$ cat src/rtl/mdu_sequencer_pkg.sv
// Shared encodings for the multiply/divide unit: operation codes, FSM states
// and small decode helpers used by the sequencer and its testbench.
package mdu_sequencer_pkg;

    localparam int MDU_OP_WIDTH = 3;

    typedef logic [MDU_OP_WIDTH-1:0] mdu_op_t;
    typedef logic [1:0]              mdu_state_t;

    localparam mdu_op_t MDU_MULT  = 3'd0;
    localparam mdu_op_t MDU_MULTU = 3'd1;
    localparam mdu_op_t MDU_DIV   = 3'd2;
    localparam mdu_op_t MDU_DIVU  = 3'd3;
    localparam mdu_op_t MDU_MTHI  = 3'd4;
    localparam mdu_op_t MDU_MTLO  = 3'd5;

    localparam mdu_state_t MDU_ST_IDLE = 2'd0;
    localparam mdu_state_t MDU_ST_MUL  = 2'd1;
    localparam mdu_state_t MDU_ST_DIV  = 2'd2;
    localparam mdu_state_t MDU_ST_FIN  = 2'd3;

    function automatic logic op_is_signed(input mdu_op_t op);
        return (op == MDU_MULT) || (op == MDU_DIV);
    endfunction

    function automatic logic op_is_mult(input mdu_op_t op);
        return (op == MDU_MULT) || (op == MDU_MULTU);
    endfunction

    function automatic logic op_is_div(input mdu_op_t op);
        return (op == MDU_DIV) || (op == MDU_DIVU);
    endfunction

endpackage

$ cat src/rtl/mdu_sequencer_div_step.sv
// One restoring-division step: shift in the next dividend bit and subtract the
// divisor when it fits. Purely combinational.
module mdu_div_step
    import mdu_sequencer_pkg::*;
#(
    parameter int DATA_W = 32
) (
    input  logic [DATA_W-1:0] rem,
    input  logic              dvd_bit,
    input  logic [DATA_W-1:0] divisor,
    output logic [DATA_W-1:0] rem_next,
    output logic              q_bit
);

    logic [DATA_W:0]   shifted;
    logic [DATA_W-1:0] rem_sub;

    assign shifted  = {rem, dvd_bit};
    // The true difference is below 2**DATA_W whenever it is taken, so the
    // low DATA_W bits of the subtraction are exact.
    assign rem_sub  = shifted[DATA_W-1:0] - divisor;
    assign q_bit    = (shifted >= {1'b0, divisor});
    assign rem_next = q_bit ? rem_sub : shifted[DATA_W-1:0];

endmodule

$ cat src/rtl/mdu_sequencer.sv
// Multi-cycle MIPS32 multiply/divide unit with architectural HI/LO registers.
// Define MDU_FAST_MULT_EN to replace the shift-add multiplier with a one-cycle multiply.
module mdu_sequencer
    import mdu_sequencer_pkg::*;
#(
    parameter int DATA_W = 32,
    parameter int CNT_W  = 6
) (
    input  logic                    clk,
    input  logic                    rst,
    input  logic                    start,
    input  logic [MDU_OP_WIDTH-1:0] mdu_op,
    input  logic [DATA_W-1:0]       op_a,
    input  logic [DATA_W-1:0]       op_b,
    input  logic                    flush,
    input  logic                    mf_req,
    output logic                    busy,
    output logic                    stall,
    output logic                    done,
    output logic [DATA_W-1:0]       hi,
    output logic [DATA_W-1:0]       lo
);

    localparam logic [CNT_W-1:0] CNT_LAST = CNT_W'(DATA_W - 1);

    function automatic logic [DATA_W-1:0] abs_val(input logic [DATA_W-1:0] x, input logic en);
        return (en && x[DATA_W-1]) ? -x : x;
    endfunction

    function automatic logic [DATA_W-1:0] neg_w(input logic [DATA_W-1:0] x, input logic en);
        return en ? -x : x;
    endfunction

    function automatic logic [2*DATA_W-1:0] neg_2w(input logic [2*DATA_W-1:0] x, input logic en);
        return en ? -x : x;
    endfunction

    mdu_state_t          state_q;
    logic [CNT_W-1:0]    cnt_q;
    logic [2*DATA_W-1:0] acc_q;
    logic [DATA_W-1:0]   opnd_q;
    logic                sign_a_q;
    logic                sign_b_q;
    logic                is_div_q;
    logic                done_q;
    logic [DATA_W-1:0]   hi_q;
    logic [DATA_W-1:0]   lo_q;

    logic                req_signed;
    logic [DATA_W-1:0]   mag_a;
    logic [DATA_W-1:0]   mag_b;
    logic [DATA_W-1:0]   acc_hi;
    logic [DATA_W-1:0]   acc_lo;
    logic [DATA_W:0]     mul_sum;
    logic [2*DATA_W-1:0] mul_next;
    logic [DATA_W-1:0]   div_rem;
    logic                div_qbit;
    logic [2*DATA_W-1:0] div_next;
    logic [2*DATA_W-1:0] prod_fix;
    logic [DATA_W-1:0]   hi_res;
    logic [DATA_W-1:0]   lo_res;

`ifdef MDU_FAST_MULT_EN
    logic [2*DATA_W-1:0] fast_prod;
    assign fast_prod = {{DATA_W{1'b0}}, mag_a} * {{DATA_W{1'b0}}, mag_b};
`endif

    assign busy  = (state_q != MDU_ST_IDLE);
    assign stall = busy & (mf_req | start);
    assign done  = done_q;
    assign hi    = hi_q;
    assign lo    = lo_q;

    assign req_signed = op_is_signed(mdu_op);
    assign mag_a      = abs_val(op_a, req_signed);
    assign mag_b      = abs_val(op_b, req_signed);

    assign acc_hi = acc_q[2*DATA_W-1:DATA_W];
    assign acc_lo = acc_q[DATA_W-1:0];

    // Multiply: multiplier sits in acc_lo and is consumed LSB first while the
    // partial product grows into acc_hi and shifts down.
    assign mul_sum  = {1'b0, acc_hi} + (acc_lo[0] ? {1'b0, opnd_q} : '0);
    assign mul_next = {mul_sum, acc_lo[DATA_W-1:1]};

    // Divide: acc_hi holds the partial remainder, acc_lo the dividend shifting
    // out of the top while quotient bits enter at the bottom.
    mdu_div_step #(
        .DATA_W (DATA_W)
    ) u_div_step (
        .rem      (acc_hi),
        .dvd_bit  (acc_lo[DATA_W-1]),
        .divisor  (opnd_q),
        .rem_next (div_rem),
        .q_bit    (div_qbit)
    );

    assign div_next = {div_rem, acc_lo[DATA_W-2:0], div_qbit};

    always_comb begin
        prod_fix = neg_2w(acc_q, sign_a_q ^ sign_b_q);
        hi_res   = prod_fix[2*DATA_W-1:DATA_W];
        lo_res   = prod_fix[DATA_W-1:0];
        if (is_div_q) begin
            lo_res = neg_w(acc_lo, sign_a_q ^ sign_b_q);
            hi_res = neg_w(acc_hi, sign_a_q);
        end
    end

    always_ff @(posedge clk or posedge rst) begin
        if (rst) begin
            state_q  <= MDU_ST_IDLE;
            cnt_q    <= '0;
            acc_q    <= '0;
            opnd_q   <= '0;
            sign_a_q <= 1'b0;
            sign_b_q <= 1'b0;
            is_div_q <= 1'b0;
            done_q   <= 1'b0;
            hi_q     <= '0;
            lo_q     <= '0;
        end else begin
            done_q <= 1'b0;
            if (flush) begin
                state_q <= MDU_ST_IDLE;
                cnt_q   <= '0;
            end else begin
                case (state_q)
                    MDU_ST_IDLE: begin
                        if (start) begin
                            if (op_is_mult(mdu_op)) begin
                                sign_a_q <= req_signed & op_a[DATA_W-1];
                                sign_b_q <= req_signed & op_b[DATA_W-1];
                                is_div_q <= 1'b0;
                                cnt_q    <= '0;
`ifdef MDU_FAST_MULT_EN
                                acc_q    <= fast_prod;
                                state_q  <= MDU_ST_FIN;
`else
                                acc_q    <= {{DATA_W{1'b0}}, mag_b};
                                opnd_q   <= mag_a;
                                state_q  <= MDU_ST_MUL;
`endif
                            end else if (op_is_div(mdu_op)) begin
                                sign_a_q <= req_signed & op_a[DATA_W-1];
                                sign_b_q <= req_signed & op_b[DATA_W-1];
                                is_div_q <= 1'b1;
                                cnt_q    <= '0;
                                acc_q    <= {{DATA_W{1'b0}}, mag_a};
                                opnd_q   <= mag_b;
                                state_q  <= MDU_ST_DIV;
                            end else if (mdu_op == MDU_MTHI) begin
                                hi_q <= op_a;
                            end else if (mdu_op == MDU_MTLO) begin
                                lo_q <= op_a;
                            end
                        end
                    end
                    MDU_ST_MUL, MDU_ST_DIV: begin
                        acc_q <= (state_q == MDU_ST_MUL) ? mul_next : div_next;
                        if (cnt_q == CNT_LAST) begin
                            cnt_q   <= '0;
                            state_q <= MDU_ST_FIN;
                        end else begin
                            cnt_q <= cnt_q + CNT_W'(1);
                        end
                    end
                    MDU_ST_FIN: begin
                        hi_q    <= hi_res;
                        lo_q    <= lo_res;
                        done_q  <= 1'b1;
                        state_q <= MDU_ST_IDLE;
                    end
                    default: state_q <= MDU_ST_IDLE;
                endcase
            end
        end
    end

endmodule
$ cat config.mk
export PLATFORM = sky130hd
export DESIGN_NAME = mdu_sequencer
export DESIGN_NICKNAME = d
export VERILOG_FILES = /design/src/rtl/mdu_sequencer_pkg.sv /design/src/rtl/mdu_sequencer_div_step.sv /design/src/rtl/mdu_sequencer.sv
export SDC_FILE = /design/constraint.sdc
export NUM_CORES = 1
export LEC_CHECK = 0
export ABC_CLOCK_PERIOD_IN_PS = 5400
export CAP_MARGIN = 20
export CORE_AREA = 4 4 197 199
export DETAILED_ROUTE_END_ITERATION = 8
export DIE_AREA = 0 0 201 203
export MAX_ROUTING_LAYER = met4
export PLACE_DENSITY_LB_ADDON = 0.12
export SYNTH_ARGS = -nofsm -noshare
export SYNTH_HDL_FRONTEND = slang
export SYNTH_SLANG_ARGS = --single-unit
$ cat constraint.sdc
create_clock -name clk -period 5.4 [get_ports clk]
set_input_delay 1.08 -clock clk [delete_from_list [all_inputs] [get_ports clk]]
set_output_delay 1.08 -clock clk [all_outputs]
set_load 0.05 [all_outputs]
[Word level (Yosys, flattened, before mapping)]
Index checks and enable logic that the tools add are counted.
Word-level totals
  input port bits: 72
  register bits after elaboration: 172
  logic and storage cells: 110
  output and inout bits: 67
Operators by class
  bitwise logic cells: 6
  equality and inequality tests: 19
  multiplexer cells: 47
  add/subtract/negate cells: 8
  reduce and logical (&&, ||, !) cells: 19
  order comparisons: 1
Operators by type and width (number)
  $mux 32: 19
  $mux 64: 5
  $neg 32->32: 4
  $pmux 32 s2: 2
  $pmux 64 s2: 1
  $neg 64->64: 1
  $add 32x32->33: 1
  $ge 33x32->1: 1
  $sub 32x32->32: 1
  $mux 6: 5
  $ne 2x2->1 const B: 6
  $pmux 6 s2: 1
  $mux 2: 5
  $ne 3x3->1 const B: 3
  $mux 1: 8
  $reduce_and 4->1: 2
  $reduce_bool 2->1: 4
  $reduce_and 7->1: 1
  $add 6x1->6 const B: 1
  $eq 3x2->1 const B: 2
  $eq 3x3->1 const B: 2
  $eq 6x5->1 const B: 1
  $pmux 2 s3: 1
  $reduce_and 3->1: 2
  15 further kinds: 21

[Depth between registers and ports, before layout]
  depth after elaboration: 8
  depth in mapped cells: 14
  mapped depth without buffers: 13

[Hierarchy]
Synthesis repeated with hierarchy kept, for this count alone.
Second synthesis, totals
  cell total of the unflattened synthesis: 1962
  area, all modules: 15751.4 sq um
By module, submodules not included
  mdu_sequencer: area an instance 13420.4 sq um, seq. area each 4304.1 sq um, times used 1, cells each 1639
  mdu_div_step: area an instance 2331.0 sq um, seq. area each 0.0 sq um, times used 1, cells each 323

[Worst setup path before layout]
No wires, ideal clock.
  kind: input port to flip-flop
  start point: in op_b[9]
  end point: reg acc_q[31]
  required time: 5.323 ns
  arrival time: 3.438 ns
  slack: 1.885 ns
  cell stages on the path: 10
  library setup time: 0.077 ns
  buffers on the path: 1
  cell sequence: or4_1 > or3_1 > or3_1 > buf_2 > nor3b_2 > nand3_1 > o31ai_2 > nand3_1 > a221o_1 > o21ai_1
Between the ends
  word-level cells in the longest chain between the ends: 5
Ends and longest elaborated chain
  start: declaration: RTL line mdu_sequencer.sv:14  | input logic [DATA_W-1:0] op_b,
  $neg 32->32: RTL line mdu_sequencer.sv:27  | return (en && x[DATA_W-1]) ? -x : x;
  $mux 32: RTL line mdu_sequencer.sv:27
  $mux 64: RTL line mdu_sequencer.sv:131  | if (op_is_mult(mdu_op)) begin
  $mux 64: RTL line mdu_sequencer.sv:130  | if (start) begin
  $pmux 64 s2: RTL line mdu_sequencer.sv:128  | case (state_q)
  end signal: assignment: RTL line mdu_sequencer.sv:140  | acc_q <= {{DATA_W{1'b0}}, mag_b};
  end signal: assignment: RTL line mdu_sequencer.sv:149  | acc_q <= {{DATA_W{1'b0}}, mag_a};
  end signal: assignment: RTL line mdu_sequencer.sv:160  | acc_q <= (state_q == MDU_ST_MUL) ? mul_next : div_next;
  end: declaration: RTL line mdu_sequencer.sv:40  | logic [2*DATA_W-1:0] acc_q;
Every way passes these cells. The select of a mux whose other input is x is not followed.
A chain may end at the register's enable or synchronous reset.

[Final worst setup path]
  start point: reg acc_q[32]
  end point: reg acc_q[32]
Between the ends
  word-level cells in the longest chain between the ends: 4
  elaborated cells between the ends (all ways): 5
  classes of those cells: add/sub: 1; order compare: 1; mux: 3
Ends and longest elaborated chain
  $ge 33x32->1: RTL line mdu_sequencer_div_step.sv:22  | assign q_bit = (shifted >= {1'b0, divisor});
  $mux 32: RTL line mdu_sequencer_div_step.sv:23  | assign rem_next = q_bit ? rem_sub : shifted[DATA_W-1:0];
  $mux 64 *: RTL line mdu_sequencer.sv:160
  $pmux 64 s2 *: RTL line mdu_sequencer.sv:128
Mark *: on every way between the ends. The rest lies on a longest branch, timed or not.

==> results by stage <==
Final layout:
- The core utilization of the finished layout is 47.6%.
- In the layout the commonest cells are nand2_1 (245), o21ai_0 (234), a21oi_1 (175), dfrtp_1 (172), nor2_1 (165).
- The count of placed standard cells in the final layout, fillers left out is 2533.
- The post-route standard cell area excluding fillers is 0.0177 mm^2.
- The fraction of final layout cells with drive strength greater than 1 is 5.74%.
- The layout overhead on the synthesized area is 15.5%.
- Leaving out fill and tap cells, the most frequent cell in the layout is nand2_1.
- At the end of the flow, the number of nets in the layout was 2190.

Drt:
- The final layout contains routed wiring with a total length of 59400 um.
- The number of DRC markers in iteration 0 is 1399.
- The first detailed-routing pass took 6 iterations.
- The mean routed wirelength per cell is 23.4 um.
- The total via count after detailed routing is 15500.
- The post-detailed-route count of antenna-violating nets is 0.
- After detailed routing, the number of remaining DRC violations is 0.
- Using the TritonRoute via totals, the vias-per-cell ratio works out to 6.11.

Setup path:
- The required time at the worst-slack endpoint is 5720 ps.
- The maximum cell stage delay along the critical path is 670 ps.
- Walking the worst path, the cells encountered are ha_1, nor2b_1, o21ai_0, a21oi_1, a211oi_1, a31oi_1, a41o_1, mux2i_1, o2111ai_1, o21ai_0.
- The critical path class is register to register.
- Data on the critical path arrives at its endpoint at 4540 ps.
- Of all nets on the critical path, the largest fanout is 18.
- The critical path launch point type is a register.
- The highest-delay cell along the critical path is a41o_1.
- The worst setup path is captured at a register.
- The cell seen most often among critical-path stages is o21ai_0.

Timing:
- Setup repair after global routing left no endpoint under its margin.
- The worst setup margin is 1180 ps.
- The part of the cycle the worst path needs is 78.1%.
- For the pin with the worst max-slew slack, the measured transition is 998 ps.
- For this run, the top clock speed supported by timing is 237 MHz.
- The final count of pins violating max slew is 0.
- For the final database, setup skew stands at 12.2 ps.
- The final hold violation count is 0.
- Summed over all failing endpoints, the final setup total negative slack is 0 ps.
- The worst max-slew margin expressed relative to the limit is 33.0%.
- Final hold analysis gives a worst-case slack of 478 ps.
- The setup-violating endpoint count in the final report is 0.
- Counting I/O delays and the setup requirement, the final critical path takes 4220 ps.

Place:
- The half-perimeter wire length after detailed placement is 46300 um.
- The number of input and output port buffers inserted is 138.
- At the end of routability-driven placement, the weighted congestion stood at 0.930.
- The total instance count after detailed placement is 2499.
- The standard cell area after detailed placement is 0.0171 mm^2.
- OpenSTA, run right after detailed placement, puts the worst setup slack at 1080 ps.

Global routing:
- For this run, the total global-route usage over all layers was measured as 29.5%.
- The total overflow reported by the global router is 0.
- The global-route wire length before repair is 91000 um.
- The number of antenna violations at the first check in global routing is 2.
- The via count of the first global-routing pass is 14700.
- Entering global routing, the biggest net connects 153 pins.

Power:
- IR analysis of the VDD net gives a maximum drop of 0.248 mV.
- Power spread over the standard cell area amounts to 555 mW/mm^2.
- Overall power consumption after layout is estimated at 9.83 mW.
- The static leakage is 7.58 nW.

Logic synthesis:
- The average instance in the mapped netlist occupies 7.73 um^2.
- The proportion of synthesized flip-flops having asynchronous set or reset is 100%.
- Sorting the synthesized cells by area gives the leading types as dfrtp_1 (28%), o21ai_0 (7.6%), nand2_1 (6.0%).
- The cell type with the highest aggregate area in the netlist is dfrtp_1.
- Counting flops and latches in the post-synthesis netlist gives 172.
- Among all flip-flop cells after synthesis, the most frequent one is dfrtp_1.
- In this run, synthesis inferred 0 flip-flops with an integrated enable.
- Sequential cells were found to cover 28.1% of the synthesized design area.
- After synthesis, the largest area contributor takes up 28.1% of total cell area.
- For this run, the number of Yosys warnings is 0.
- The netlist uses 83 different library cells.
- The synthesized netlist occupies a cell area of 0.0153 mm^2.
- When the netlist entered floorplanning its net count stood at 2131.
- The synthesized netlist cell count is 1985.

CTS:
- The number of hold buffers added after CTS was 0.
- The clock tree synthesis step divided the H-tree into 4 levels.
- The clock-pin transition on the worst setup and hold timing paths is 70 ps.
- The clock tree from TritonCTS is built.
- The clock insertion delay at the later pin of the skew report is 460 ps.
- The number of buffers added by the clock tree synthesis step is 17.
- The CTS sink count is 172.
- The root buffer cell is clkbuf_16.
- In this run, post-CTS repair resized a total of 0 instances.
- The number of buffers on the longest clock path is 2.
- The buffer count from post-CTS setup fixing is 0.

Flow run:
- Max-cap violations in this run came to 0.

Floorplanning:
- The floorplan step defined a core boundary enclosing 0.0372 mm^2.
- In this run the horizontal extent of the chip is 201 um.
- The initial utilization of the core area, before any placement, comes to 41.2%.
- During I/O placement, the number of pins put on the boundary was 139.
- The initialized floorplan defines 71 standard-cell rows.
- The overall die height is 203 um.
- The die covers 0.0408 mm^2.

Status:
- The flow ran to the end, and the final reports show no timing, DRC or antenna violations.

Worst hold path:
- The path class of the tightest hold or removal check is register to register.
## per-layer routing
| metal | part of all wire (%) | GRT usage, % |
|---|---|---|
| met1 | 46 | 41.4 |
| met2 | 45 | 44.6 |
| met3 | 6.4 | 4.74 |
| met4 | 2.4 | 7.67 |
| met5 | 0 | - |
## final timing paths
check	start	end	slack, ps	depth (start not counted)
worst min-delay path	hi[8]$_DFFE_PP0P_	hi[8]$_DFFE_PP0P_	480	2
worst max register to register	acc_q[32]$_DFFE_PP0P_	acc_q[32]$_DFFE_PP0P_	1180	10
worst max-delay path	acc_q[32]$_DFFE_PP0P_	acc_q[32]$_DFFE_PP0P_	1180	10
max in group asynchronous	rst	acc_q[36]$_DFFE_PP0P_	3160	3
min in group asynchronous	rst	hi[17]$_DFFE_PP0P_	980	2
worst min register to register	hi[8]$_DFFE_PP0P_	hi[8]$_DFFE_PP0P_	480	2
## final cells by class
class                      instances  area, um^2
fill                            3694       19500
multi-input combinational       1622       10400
sequential                       172        4300
timing repair buffer             165        1590
tap                              474         593
clock buffer                      20         457
inverter                          66         251
clock inverter                    12         149
antenna                            2        5.00
## flip-flops by register name (all words and copies together), names as in the netlist
| signal | count |
|---|---|
| acc_q | 64 |
| hi | 32 |
| lo | 32 |
| opnd_q | 32 |
| cnt_q | 6 |
| state_q | 2 |
| done | 1 |
| is_div_q | 1 |
| sign_a_q | 1 |
| sign_b_q | 1 |
## critical path, delay by kind of cell, from the launching register on
kind,cells,cell delay (ps)
compound gates,7,2770
mux,1,220
flops,1,600
fa+ha+maj,1,320
simple gates,1,160
## logic make-up after synthesis
group	share of synthesized area, %
DFF	28.1
xor gates and xnor gates	9.59
buffers and inverters	4.78
and+or+nand+nor	18.9
adders and majority gates	6.13
muxes	4.07
AOI/OAI and AO/OA	28.5
## Yosys cell counts, drive strengths merged (6+ instances only)
library cell  instances
o41ai                10
nand2               246
or4                  14
nor2b                17
and2                 10
nand2b               16
nand4                11
nor4                 17
a211oi               46
a31oi                20
o21ai               241
nor3b                 7
o21bai                7
nor3                 37
xnor2                92
o31ai                28
mux2i                32
nor2                167
o211ai               13
a21oi               176
o21a                 12
a221o                 7
mux2                 27
and3                 12
a21o                 61
o311ai                9
nand3b                6
buf                  18
inv                  65
clkbuf              107
dfrtp               172
a22o                  8
or3                  22
ha                   72
a221oi                6
nand3                22
xor2                 76
## where the power goes
part / internal (mW) / switching [mW] / total (mW)
combinational: 2.19 / 3.86 / 6.04
sequential: 1.78 / 0.671 / 2.45
clock: 0.721 / 0.608 / 1.33
Power figures use the tool's default switching activity.
